`config.mk`:
```
export PLATFORM = sky130hd
export DESIGN_NAME = div_ctrl
export DESIGN_NICKNAME = d
export VERILOG_FILES = /design/src/rtl/div_pkg.sv /design/src/rtl/div_sign_fix.sv /design/src/rtl/div_ctrl.sv
export SDC_FILE = /design/constraint.sdc
export NUM_CORES = 1
export LEC_CHECK = 0
export CAP_MARGIN = 25
export CELL_PAD_IN_SITES_DETAIL_PLACEMENT = 1
export CELL_PAD_IN_SITES_GLOBAL_PLACEMENT = 2
export CORE_UTILIZATION = 27
export CTS_BUF_LIST = sky130_fd_sc_hd__clkbuf_8 sky130_fd_sc_hd__clkbuf_16
export DETAILED_ROUTE_END_ITERATION = 12
export PLACE_DENSITY = 0.88
export SETUP_SLACK_MARGIN = 0.15
export SYNTH_ARGS = -nofsm -noshare
export SYNTH_HDL_FRONTEND = slang
export SYNTH_SLANG_ARGS = --single-unit
```
`constraint.sdc`:
```
create_clock -name clk -period 2.65 [get_ports clk]
set_clock_uncertainty 0.1 [all_clocks]
set_input_delay 0.53 -clock clk [delete_from_list [all_inputs] [get_ports clk]]
set_output_delay 0.53 -clock clk [all_outputs]
set_load 0.02 [all_outputs]
```
`src/rtl/div_pkg.sv`:
```
// Shared op/state types and width-dependent constants for the divider front end.
package div_pkg;

  typedef enum logic [1:0] {
    OP_DIV  = 2'b00,
    OP_DIVU = 2'b01,
    OP_REM  = 2'b10,
    OP_REMU = 2'b11
  } div_op_e;

  typedef enum logic [4:0] {
    ST_IDLE  = 5'b00001,
    ST_ISSUE = 5'b00010,
    ST_WAIT  = 5'b00100,
    ST_DONE  = 5'b01000,
    ST_DRAIN = 5'b10000
  } div_ctrl_state_e;

  localparam int unsigned DIV_MAX_XLEN = 64;

  // Computed at the widest supported XLEN; callers truncate to their own width.
  function automatic logic [DIV_MAX_XLEN-1:0] div_most_neg(input int unsigned xlen);
    return {{(DIV_MAX_XLEN-1){1'b0}}, 1'b1} << (xlen - 1);
  endfunction

  function automatic logic [DIV_MAX_XLEN-1:0] div_all_ones(input int unsigned xlen);
    return {DIV_MAX_XLEN{1'b1}} >> (DIV_MAX_XLEN - xlen);
  endfunction

endpackage

```
`src/rtl/div_sign_fix.sv`:
```
// Combinational conditional two's-complement negate (abs of operands, sign restore of results).
module div_sign_fix #(
  parameter int unsigned W = 32
) (
  input  logic [W-1:0] i_val,
  input  logic         i_neg,
  output logic [W-1:0] o_val
);

  assign o_val = i_neg ? (-i_val) : i_val;

endmodule

```
`src/rtl/div_ctrl.sv`:
```
// RV32M/RV64M DIV/DIVU/REM/REMU front end for an unsigned iterative divider core.
// Optional macro DIV_CTRL_PAIR_CACHE_EN: reuse the last core result for a matching operand pair.
module div_ctrl
  import div_pkg::*;
#(
  parameter int unsigned XLEN = 32
) (
  input  logic            clk,
  input  logic            rst_n,
  input  logic            in_valid,
  output logic            in_ready,
  input  logic [1:0]      in_op,
  input  logic [XLEN-1:0] in_rs1,
  input  logic [XLEN-1:0] in_rs2,
  input  logic            flush,
  output logic            out_valid,
  input  logic            out_ready,
  output logic [XLEN-1:0] out_result,
  output logic            busy,
  output logic            dv_start,
  output logic [XLEN-1:0] dv_dividend,
  output logic [XLEN-1:0] dv_divisor,
  input  logic            dv_ready,
  input  logic            dv_done,
  input  logic [XLEN-1:0] dv_quotient,
  input  logic [XLEN-1:0] dv_remainder
);

  localparam logic [XLEN-1:0] L_MOST_NEG = XLEN'(div_most_neg(XLEN));
  localparam logic [XLEN-1:0] L_ALL_ONES = XLEN'(div_all_ones(XLEN));

  div_ctrl_state_e r_state, w_state_nxt;
  div_op_e         r_op;
  logic [XLEN-1:0] r_dividend, r_divisor, r_result;
  logic            r_sign_q, r_sign_r;

  logic            w_in_signed, w_in_rem, w_accept, w_done_ok, w_to_drain;
  logic            w_special, w_hit, w_r_rem;
  logic [XLEN-1:0] w_mag1, w_mag2, w_fix_q, w_fix_r, w_special_res, w_hit_res;

  assign w_in_signed = ~in_op[0];
  assign w_in_rem    = in_op[1];
  assign w_r_rem     = (r_op == OP_REM) || (r_op == OP_REMU);
  assign w_accept    = (r_state == ST_IDLE) & in_valid & ~flush;
  assign w_done_ok   = (r_state == ST_WAIT) & dv_done & ~flush;
  // Once dv_start has gone out the core must run to completion, so flush drains.
  assign w_to_drain  = flush & ((r_state == ST_WAIT) | ((r_state == ST_ISSUE) & dv_ready));

  div_sign_fix #(.W(XLEN)) u_fix_rs1 (.i_val(in_rs1), .i_neg(w_in_signed & in_rs1[XLEN-1]), .o_val(w_mag1));
  div_sign_fix #(.W(XLEN)) u_fix_rs2 (.i_val(in_rs2), .i_neg(w_in_signed & in_rs2[XLEN-1]), .o_val(w_mag2));
  div_sign_fix #(.W(XLEN)) u_fix_q   (.i_val(dv_quotient),  .i_neg(r_sign_q), .o_val(w_fix_q));
  div_sign_fix #(.W(XLEN)) u_fix_r   (.i_val(dv_remainder), .i_neg(r_sign_r), .o_val(w_fix_r));

  always_comb begin
    w_special     = 1'b1;
    w_special_res = '0;
    if (in_rs2 == '0) begin
      w_special_res = w_in_rem ? in_rs1 : L_ALL_ONES;
    end else if (w_in_signed && (in_rs1 == L_MOST_NEG) && (in_rs2 == L_ALL_ONES)) begin
      w_special_res = w_in_rem ? '0 : in_rs1;
    end else if (in_rs1 == '0) begin
      w_special_res = '0;
    end else begin
      w_special = 1'b0;
    end
  end

`ifdef DIV_CTRL_PAIR_CACHE_EN
  logic            r_c_vld, r_c_signed;
  logic [XLEN-1:0] r_rs1, r_rs2, r_c_rs1, r_c_rs2, r_c_q, r_c_r;

  assign w_hit     = r_c_vld & (r_c_rs1 == in_rs1) & (r_c_rs2 == in_rs2) & (r_c_signed == w_in_signed);
  assign w_hit_res = w_in_rem ? r_c_r : r_c_q;

  always_ff @(posedge clk or negedge rst_n) begin
    if (!rst_n) begin
      r_rs1      <= '0;
      r_rs2      <= '0;
      r_c_vld    <= 1'b0;
      r_c_signed <= 1'b0;
      r_c_rs1    <= '0;
      r_c_rs2    <= '0;
      r_c_q      <= '0;
      r_c_r      <= '0;
    end else begin
      if (w_accept) begin
        r_rs1 <= in_rs1;
        r_rs2 <= in_rs2;
      end
      if (w_to_drain) begin
        r_c_vld <= 1'b0;
      end else if (w_done_ok) begin
        r_c_vld    <= 1'b1;
        r_c_signed <= (r_op == OP_DIV) || (r_op == OP_REM);
        r_c_rs1    <= r_rs1;
        r_c_rs2    <= r_rs2;
        r_c_q      <= w_fix_q;
        r_c_r      <= w_fix_r;
      end
    end
  end
`else
  assign w_hit     = 1'b0;
  assign w_hit_res = '0;
`endif

  always_ff @(posedge clk or negedge rst_n) begin
    if (!rst_n) r_state <= ST_IDLE;
    else        r_state <= w_state_nxt;
  end

  always_comb begin
    w_state_nxt = r_state;
    case (r_state)
      ST_IDLE:  if (w_accept) w_state_nxt = (w_special | w_hit) ? ST_DONE : ST_ISSUE;
      ST_ISSUE: begin
        if (dv_ready)   w_state_nxt = flush ? ST_DRAIN : ST_WAIT;
        else if (flush) w_state_nxt = ST_IDLE;
      end
      ST_WAIT: begin
        if (flush)        w_state_nxt = ST_DRAIN;
        else if (dv_done) w_state_nxt = ST_DONE;
      end
      ST_DONE:  if (flush | out_ready) w_state_nxt = ST_IDLE;
      ST_DRAIN: if (dv_done) w_state_nxt = ST_IDLE;
      default:  w_state_nxt = ST_IDLE;
    endcase
  end

  always_ff @(posedge clk or negedge rst_n) begin
    if (!rst_n) begin
      r_op       <= OP_DIV;
      r_dividend <= '0;
      r_divisor  <= '0;
      r_sign_q   <= 1'b0;
      r_sign_r   <= 1'b0;
      r_result   <= '0;
    end else begin
      if (w_accept) begin
        r_op       <= div_op_e'(in_op);
        r_dividend <= w_mag1;
        r_divisor  <= w_mag2;
        r_sign_q   <= w_in_signed & (in_rs1[XLEN-1] ^ in_rs2[XLEN-1]);
        r_sign_r   <= w_in_signed & in_rs1[XLEN-1];
        if (w_special)  r_result <= w_special_res;
        else if (w_hit) r_result <= w_hit_res;
      end
      if (w_done_ok) r_result <= w_r_rem ? w_fix_r : w_fix_q;
    end
  end

  assign in_ready    = (r_state == ST_IDLE);
  assign busy        = (r_state != ST_IDLE);
  assign out_valid   = (r_state == ST_DONE);
  assign out_result  = r_result;
  assign dv_start    = (r_state == ST_ISSUE) & dv_ready;
  assign dv_dividend = r_dividend;
  assign dv_divisor  = r_divisor;

endmodule

```
Word-level counts from Yosys, hierarchy flattened
Cells that the tools add are included.
- reductions and logical operators: 9
- div/mod/pow operators: 0
- equality and inequality tests: 15
- mux-type cells: 25
- add/subtract/negate cells: 4
- shift-type cells: 0
- $lt $le $gt $ge: 0
- $mul: 0
- bitwise gates (word level): 12
- operators by type and width (kind ; count):
    2-to-1 mux 32 bit ; 12
    negation 32 bit ; 4
    equality test 32 bit, second input constant ; 2
    logical NOT 32 bit ; 2
    2-to-1 mux 5 bit ; 8
    one-hot mux 5 bit (5 select lines) ; 1
    bitwise AND 1 bit ; 8
    inequality test 3 bit, second input constant ; 2
    equality test 5 x 1 -> 1 bit, second input constant ; 1
    equality test 5 x 2 -> 1 bit, second input constant ; 1
    equality test 5 x 3 -> 1 bit, second input constant ; 1
    equality test 5 x 4 -> 1 bit, second input constant ; 1
    equality test 5 bit, second input constant ; 1
    inequality test 5 x 1 -> 1 bit, second input constant ; 1
    AND reduction 5 bit ; 1
    equality test 2 bit, second input constant ; 2
    2-to-1 mux 4 bit ; 1
    inequality test 2 x 1 -> 1 bit, second input constant ; 2
    nonzero test 2 bit ; 2
    2-to-1 mux 1 bit ; 3
    logical AND 1 bit ; 2
    inequality test 2 bit, second input constant ; 1
    NOT 1 bit ; 2
    AND reduction 2 bit ; 1
    other kinds (3) ; 3
- word-level logic and storage cells: 72
- bits in read-only memories: 0
- bits of input ports: 137
- bits in registers: 105
- bits in latches: 0
- bits in writable memories: 0
- memories kept: 0
- output and inout port bits: 100

Logic depth before layout (Yosys ltp)
Gate-level depths: netlist of run 1.
- depth after elaboration: 8
- depth in mapped cells: 10
- gate-level depth less buffers: 9

Hierarchy
From an unflattened synthesis of run 1, not the netlist that was laid out.
- cells, all modules: 976
- area, all modules: 8280.4 um2
- by module, submodules not included (module ; sequential area each (um2) ; instances ; cells an instance ; area an instance (um2)):
    div_ctrl ; 2603.7 ; 1 ; 544 ; 5212.5
    div_sign_fix ; 0.0 ; 4 ; 108 ; 767.0

Least setup slack after synthesis of run 1
OpenSTA, ideal clock, no wires.
- path kind: in2reg
- start point: in in_rs2[24]
- end point: reg r_result[12] (netlist: out_result[12])
- required time: 2425 ps
- setup time: 125 ps
- stages: 8
- buffers on the path: 1
- setup slack: -372 ps
- arrival: 2797 ps
- path through: or4_1 > or3_1 > or4_4 > o21ai_2 > nand2_1 > nand2_2 > buf_6 > mux2_2
- cells in the longest elaborated chain, start to end: 7
- elaborated cells between the ends (all ways): 12
- classes of those cells: 1 x eq/ne; 7 x mux; 4 x reduce/logical
- RTL lines (item ; line ; RTL):
    from (decl) ; div_ctrl.sv:14 ; input logic [XLEN-1:0] in_rs2,
    equality test 32 bit ; div_ctrl.sv:59 ; end else if (w_in_signed && (in_rs1 == L_MOST_NEG) && (in_rs2 == L_ALL_ONES)) begin
    logical AND 1 bit ; div_ctrl.sv:59 ;
    2-to-1 mux 32 bit ; div_ctrl.sv:59 ;
    2-to-1 mux 32 bit ; div_ctrl.sv:57 ; if (in_rs2 == '0) begin
    2-to-1 mux 32 bit ; div_ctrl.sv:145 ; if (w_special) r_result <= w_special_res;
    2-to-1 mux 32 bit ; div_ctrl.sv:139 ; if (w_accept) begin
    2-to-1 mux 32 bit ; div_ctrl.sv:148 ; if (w_done_ok) r_result <= w_r_rem ? w_fix_r : w_fix_q;
    to (signal assigned) ; div_ctrl.sv:145 ;
    to (signal assigned) ; div_ctrl.sv:146 ; else if (w_hit) r_result <= w_hit_res;
    to (signal assigned) ; div_ctrl.sv:148 ;
    to (decl) ; div_ctrl.sv:34 ; logic [XLEN-1:0] r_dividend, r_divisor, r_result;
Parallel ways exist; a longest one is shown, timed or not. The select of a mux whose other input is x is not followed.
A chain may end at the register's enable or synchronous reset.

Final worst setup path of run 1
- start point: in in_rs1[28]
- end point: reg r_result[15] (netlist: out_result[15])
- cells in the longest elaborated chain, start to end: 8
- elaborated cells between the ends (all ways): 14
- classes of those cells: 1 x eq/ne; 8 x mux; 5 x reduce/logical
- RTL lines (item ; line ; RTL):
    from (decl) ; div_ctrl.sv:13 ; input logic [XLEN-1:0] in_rs1,
    equality test 32 bit ; div_ctrl.sv:59 ;
    logical AND 1 bit (2 in series) ; div_ctrl.sv:59 ;
    2-to-1 mux 32 bit ; div_ctrl.sv:59 ;
    2-to-1 mux 32 bit ; div_ctrl.sv:57 ;
    2-to-1 mux 32 bit ; div_ctrl.sv:145 ;
    2-to-1 mux 32 bit ; div_ctrl.sv:139 ;
    2-to-1 mux 32 bit ; div_ctrl.sv:148 ;
Parallel ways exist; a longest one is shown, timed or not. The select of a mux whose other input is x is not followed.

==> impl_metrics.py, run 1 <==
metrics = {
    "synthesis": {
        "yosysWarnings": 0,
        "synth_edf_count": 0,
        "syn_area_mm2": 0.00742,
        "yosysSeqAreaShare_pct": 35.1,
        "synth_seq_cells": 104,
        "synth_area_per_cell_um2": 8.13,
        "yosysMostFrequentCell": "nand2_1",
        "ys_types": 65,
        "async_flop_share_pct": 100,
        "ys.flop_type": "dfrtp_1",
        "yosys-top-cells-area": "dfrtp_1 (35%), xnor2_1 (8.7%), o21ai_0 (7.1%)",
        "syn-num-nets": 1055,
        "synth_cells": 913,
        "synth_common_cells": "nand2_1 (133), o21ai_0 (106), dfrtp_1 (103)",
        "synth_top_area_share_pct": 34.7,
        "synth_top_area_cell": "dfrtp_1",
    },
    "route": {
        "wl_per_cell_um": 20.0,
        "vias_per_cell": 5.18,
        "via_count": 9007,
        "routed_wirelength_mm": 34.8,
        "antenna_left": 0,
        "firstDrtPassIters": 5,
        "drt_iter0_drc": 550,
        "drt_drc_violations_left": 0,
    },
    "grt": {
        "grt_max_degree": 58,
        "grt-ovfl-total": 0,
        "antenna_found_initial": 3,
        "grt_pass1_vias": 9530,
        "gr-usage-all-layers_pct": 24.1,
        "grt_pass1_wl_mm": 52.8,
    },
    "worst_setup_path": {
        "critPathMaxFanout": 8,
        "end_kind": "flop",
        "crit_top_cell": "buf_6",
        "required_ns": 2.85,
        "worstSetupStartpointType": "primary input",
        "rr_endpoint": "out_result[20]",
        "rr_startpoint": "r_state[3]",
        "ff2ff_setup_slack_ns": 0.13,
        "worst_path_max_delay_cell": "or4b_4",
        "cp_slowest_stage_delay_ns": 0.56,
        "critPathKind": "primary input to flop",
        "crit_arrival_ns": 3.03,
        "r2r_cells": 7,
        "path_cells": "buf_6, or4_4, or4b_4, or3_4, o32ai_4, and4_1, buf_6, o21a_1, a211o_1",
    },
    "final_layout": {
        "multi_input_area_mm2": 0.00519,
        "final_nets": 1533,
        "utilization_pct": 48.8,
        "area_delta_synth_final_pct": 77.1,
        "drive_gt1_share_pct": 29.9,
        "regArea_mm2": 0.00260,
        "nFillCells": 3165,
    },
    "sta": {
        "drv_slew": 0,
        "relSlewSlack_pct": 57.8,
        "min_period_ns": 2.83,
        "fmax_mhz": 353,
        "tightest_slew_ns": 0.633,
        "rsz0062_at_grt": "yes",
        "setup_viol": 34,
        "setup_slack_ns": -0.181,
        "hold_violations": 0,
        "finalCritPeriodShare_pct": 107,
    },
    "placed_design": {
        "pre_cts_ws_ns": -0.939,
        "place.gp.congestion": 0.886,
        "hpwl_mm": 26.3,
        "numPortBuffers": 236,
    },
    "floorplanning": {
        "initial_core_util_pct": 27.5,
        "die_w_um": 168,
        "die_area_mm2": 0.0282,
        "coreArea_mm2": 0.0270,
        "io_pins": 237,
        "die_height_um": 168,
        "row_count": 60,
    },
    "clocking": {
        "numCtsBuffers": 9,
        "cts_tree": "built",
        "clk_pin_slew_ns": 0.08,
        "hold_buffers": 0,
        "htree_levels": 3,
        "clk_latency_ns": 0.36,
        "clockBufferDepth": 2,
        "clockRootBuffer": "clkbuf_16",
        "clock-sinks": 104,
    },
    "power": {
        "cellLeakagePower_uw": 0.00558,
        "pwr_density_cell_mw_per_mm2": 482,
        "ir_worst_vdd_mv": 0.249,
    },
    "hold_path": {
        "hold_path.class": "primary input to async pin",
    },
    "run": {
        "maxCapViolCount": 0,
    },
    "status": {
        "violations": "setup timing",
        "status": "complete, but fails checks",
    },
}
[stage by stage]
step	hold slack (ns)	total power, uW	std cells	setup TNS (ns)	instance area [um^2]
final	0.0720	6330	1740	-3.84	13100
after global placement	0.360	4710	1676	-34.10	11900
after floorplan	0.134	3290	913	-5.64	7510
after detailed placement	0.374	4790	1676	-36.89	11900
after CTS	0.0987	6290	1726	-3.88	12800
after global routing	0.128	6630	1740	-5.10	13100
[metal layers]
layer | GRT usage (%) | wire, um | up-vias
met1 | 30.2 | 14800 | 4433
li1 | - | - | 4267
met2 | 41.5 | 17400 | 235
met4 | 10.3 | 1190 | 0
met5 | 0 | 0 | -
met3 | 3.03 | 1340 | 72
[placed cells by master, fill, tap and decap left out, drive strengths merged, types with 4 or more instances in the layout]
cell type,n
a211oi,5
a21oi,48
a31oi,9
buf,289
clkbuf,10
clkdlybuf4s15,7
clkdlybuf4s50,172
dfrtp,103
dlygate4sd2,35
dlymetal6s2s,6
ha,5
inv,19
mux2,8
mux2i,5
nand2,135
nand2b,5
nand3,19
nand4,16
nor2,74
nor2b,8
nor3,17
nor4,25
o211ai,15
o21ai,119
o22a,4
o22ai,7
o31ai,23
o41ai,15
or3,14
or4,12
xnor2,74
xor2,45
[what timing repair did]
| item | in CTS | in global routing |
|---|---|---|
| hold endpoints to repair | 0 | 0 |
| gates resized for setup | 209 | 61 |
| buffers inserted | 31 | 11 |
| setup endpoints to repair | 53 | 48 |
| gates cloned | 3 | 0 |
| pin swaps | 43 | 36 |
[final cells by class]
class	count	share of cell area [%]
multi-input combinational	748	39.5
timing repair buffer	510	34.5
sequential	104	19.8
tap	341	3.25
clock buffer	9	1.71
clock inverter	7	0.723
inverter	18	0.514
antenna	3	0.0571
[power by group]
part	internal, uW	leakage (uW)	switching, uW
Sequential	1880	0.00135	197
Clock	831	0.000156	656
Combinational	1300	0.00408	1470
Total	4010	0.00558	2330
[state kept, by name, indices dropped and copies added, names as in the netlist]
register	flops
r_op	1
out_result	32
dv_divisor	32
r_sign_q	1
r_state	5
dv_dividend	32
r_sign_r	1
[cell families after synthesis]
kind of cell	Yosys count	synth area share, %
AND/OR/NAND/NOR	343	22.4
AO/OA/AOI/OAI	265	22.2
XOR/XNOR	119	14.0
flip-flops	104	35.1
buffers and inverters	64	3.61
multiplexers	13	1.89
adder cells (fa/ha/maj)	5	0.843
[worst max path at each step]
stage,from,endpoint,slack [ns],depth (start not counted)
floorplan,in_rs1[26],out_result[12],-0.31,8
global route,in_rs1[28],out_result[29],-0.22,10
detailed placement,in_rs1[19],out_result[17],-0.94,9
finish,in_rs1[28],out_result[15],-0.18,9
CTS,in_rs1[21],out_result[15],-0.24,9
global placement,in_rs1[26],out_result[7],-0.88,9
[critical path, delay by kind of cell]
kind,cells,cell delay [ns]
AO/OA/AOI/OAI,3,0.53
buffers and inverters,2,0.23
AND/OR/NAND/NOR,4,1.73
Note: power is estimated with default switching activity, not from simulation.
==> run 2: changes to the inputs <==
--- a/config.mk
+++ b/config.mk
@@ -8,6 +8,7 @@
 export CAP_MARGIN = 25
 export CELL_PAD_IN_SITES_DETAIL_PLACEMENT = 1
 export CELL_PAD_IN_SITES_GLOBAL_PLACEMENT = 2
+export CORE_MARGIN = 2
 export CORE_UTILIZATION = 27
 export CTS_BUF_LIST = sky130_fd_sc_hd__clkbuf_8 sky130_fd_sc_hd__clkbuf_16
 export DETAILED_ROUTE_END_ITERATION = 12
==> run 2 against run 1 <==
Against the previous run:
- cell count fell by 1.4%
- utilization decreased by 1.3 points
- sequential share of layout area grew 0.55 points
- flip-flop and latch count did not move
- count of clock-buffer cells in the layout increased by 1
- routed wire length fell by 4.9%
- the flow still finishes with violations (setup timing)
==> impl_metrics.py, run 2 (synthesis results as in run 1) <==
metrics = {
    "final_layout": {
        "design_area_mm2": 0.0128,
        "drive_gt1_share_pct": 27.5,
        "mostFrequentLayoutCell": "buf_4",
        "nFillCells": 3184,
        "regArea_mm2": 0.00260,
        "multi_input_area_mm2": 0.00513,
        "area_delta_synth_final_pct": 72.3,
        "final_cell_mix": "buf_4 (229), clkdlybuf4s50_1 (185), nand2_1 (127), dfrtp_1 (103), o21ai_0 (90)",
        "utilization_pct": 47.5,
        "final_nets": 1508,
    },
    "worst_setup_path": {
        "worst_path_max_delay_cell": "or4b_4",
        "ff2ff_setup_slack_ns": 0.03,
        "crit_arrival_ns": 3.05,
        "path_cells": "buf_6, or4_4, or4b_4, or3_4, o32ai_4, and4_1, buf_6, o21a_1, a211o_1",
        "critPathKind": "primary input to flop",
        "r2r_cells": 8,
        "rr_endpoint": "out_result[23]",
        "required_ns": 2.84,
        "cp_slowest_stage_delay_ns": 0.55,
        "rr_startpoint": "r_state[3]",
        "crit_end": "out_result[18]",
        "startpoint": "in_rs1[28]",
        "end_kind": "flop",
        "path_delay_family": "simple AND/OR/NAND/NOR gates",
        "crit_top_cell": "buf_6",
        "crit_buf_inv": 2,
        "critPathMaxFanout": 8,
        "worstSetupStartpointType": "primary input",
        "worstSetupPathDepth": 9,
    },
    "power": {
        "p_switching_uw": 2290,
        "p_seq_share_pct": 34.3,
        "ir_worst_vdd_mv": 0.353,
        "pwr_density_cell_mw_per_mm2": 478,
        "comb_power_share_pct": 44.3,
        "cellLeakagePower_uw": 0.00534,
        "p_int_uw": 3820,
        "clkPwrFrac_pct": 21.4,
        "switching_share_pct": 37.4,
    },
    "placed_design": {
        "place.gp.congestion": 0.893,
        "dpl_cell_area_mm2": 0.0118,
        "numPortBuffers": 236,
        "hpwl_mm": 25.7,
    },
    "sta": {
        "hold_violations": 0,
        "min_period_ns": 2.86,
        "finalCritPeriodShare_pct": 108,
        "setup_slack_ns": -0.212,
        "relSlewSlack_pct": 43.6,
        "setup_viol": 33,
        "drv_slew": 0,
        "fmax_mhz": 349,
        "rsz0062_at_grt": "yes",
        "tightest_slew_ns": 0.847,
    },
    "floorplanning": {
        "coreArea_mm2": 0.0270,
        "initial_core_util_pct": 27.5,
        "io_pins": 237,
        "row_count": 60,
        "die_height_um": 170,
        "die_area_mm2": 0.0288,
        "die_w_um": 170,
    },
    "route": {
        "vias_per_cell": 5.17,
        "drt_iter0_drc": 437,
        "wl_per_cell_um": 19.3,
        "via_count": 8858,
        "firstDrtPassIters": 5,
        "drt_drc_violations_left": 0,
        "antenna_left": 0,
        "routed_wirelength_mm": 33.1,
    },
    "grt": {
        "grt_pass1_wl_mm": 50.9,
        "antenna_found_initial": 3,
        "gr-usage-all-layers_pct": 22.5,
        "grt-ovfl-total": 0,
        "grt_max_degree": 107,
        "grt_pass1_vias": 9352,
    },
    "clocking": {
        "clk_pin_slew_ns": 0.08,
        "clock-sinks": 104,
        "clockBufferDepth": 2,
        "htree_levels": 3,
        "cts_tree": "built",
        "numCtsBuffers": 9,
        "clockRootBuffer": "clkbuf_16",
        "clk_latency_ns": 0.35,
        "hold_buffers": 0,
    },
    "run": {
        "maxCapViolCount": 0,
    },
    "status": {
        "violations": "setup timing",
        "status": "complete, but fails checks",
    },
    "hold_path": {
        "hold_path.class": "primary input to async pin",
    },
}
-- run 2: changes by cell type in the layout (fill, tap and decap cells not counted), sizes merged --
cell,before,now
buf,289,259
clkdlybuf4s50,172,185
clkdlybuf4s15,7,2
bufinv,2,0
dlygate4sd2,35,33
clkbuf,10,11
clkinv,3,4
dlymetal6s2s,6,5
-- run 2: area by class of cell --
class | count | share of cell area [%]
multi-input cells | 748 | 40.1
repair buffers | 485 | 33.4
flip-flops and latches | 104 | 20.4
well taps | 341 | 3.34
clock buffers | 10 | 1.87
inverters | 18 | 0.528
clock inverters | 6 | 0.342
diodes | 3 | 0.0587
-- run 2: how the worst min path moves through the flow --
stage                          startpoint               to  cells after the start
after floorplan                     rst_n   dv_dividend[0]                      0
after global placement    dv_dividend[28]  dv_dividend[28]                      2
after detailed placement  dv_dividend[28]  dv_dividend[28]                      2
after CTS                           rst_n       r_state[2]                      1
after global routing                rst_n       r_state[2]                      1
final                               rst_n       r_state[2]                      1
-- run 2: per-layer routing --
layer  global-route usage [%]  vias to the layer above  routed length [um]
li1                         -                     4198                   -
met1                     29.2                     4393               14400
met2                     38.2                      220               16300
met3                     2.87                       47                1500
met4                     8.55                        0                 897
met5                        0                        -                   0
-- run 2: worst reg2reg max path, cell delays in order, from the launching register on --
cell     delay [ns]
dfrtp_1        0.43
or3_1          0.41
nor3_2         0.26
and3_2         0.37
buf_4          0.28
nand2_2        0.19
nor2_1         0.22
a21oi_2        0.09
a31oi_4        0.19
-- run 2: through the flow --
step / total power, uW / instances / hold slack (ns) / worst slack (ns) / TNS, ns
CTS: 6100 / 1705 / 0.124 / -0.223 / -4.61
finish: 6110 / 1715 / 0.108 / -0.212 / -3.65
detailed placement: 4780 / 1665 / 0.371 / -0.919 / -36.88
floorplan: 3290 / 913 / 0.134 / -0.306 / -5.64
global route: 6440 / 1715 / 0.155 / -0.265 / -5.79
global placement: 4700 / 1665 / 0.361 / -0.880 / -34.34
-- run 2: repair_timing --
| action | in CTS | in global routing |
|---|---|---|
| buffers inserted | 20 | 7 |
| endpoints found under the setup margin | 52 | 50 |
| resized for setup | 157 | 43 |
| cloned | 4 | 0 |
| pin swaps | 46 | 28 |
-- run 2: power by group through the flow --
stage	clock [uW]	sequential, uW	combinational, uW
final	1310	2100	2710
after global routing	1380	2140	2920
after CTS	1330	2100	2680
after detailed placement	0	2130	2660
after global placement	0	2110	2590
after floorplan	0	2400	886
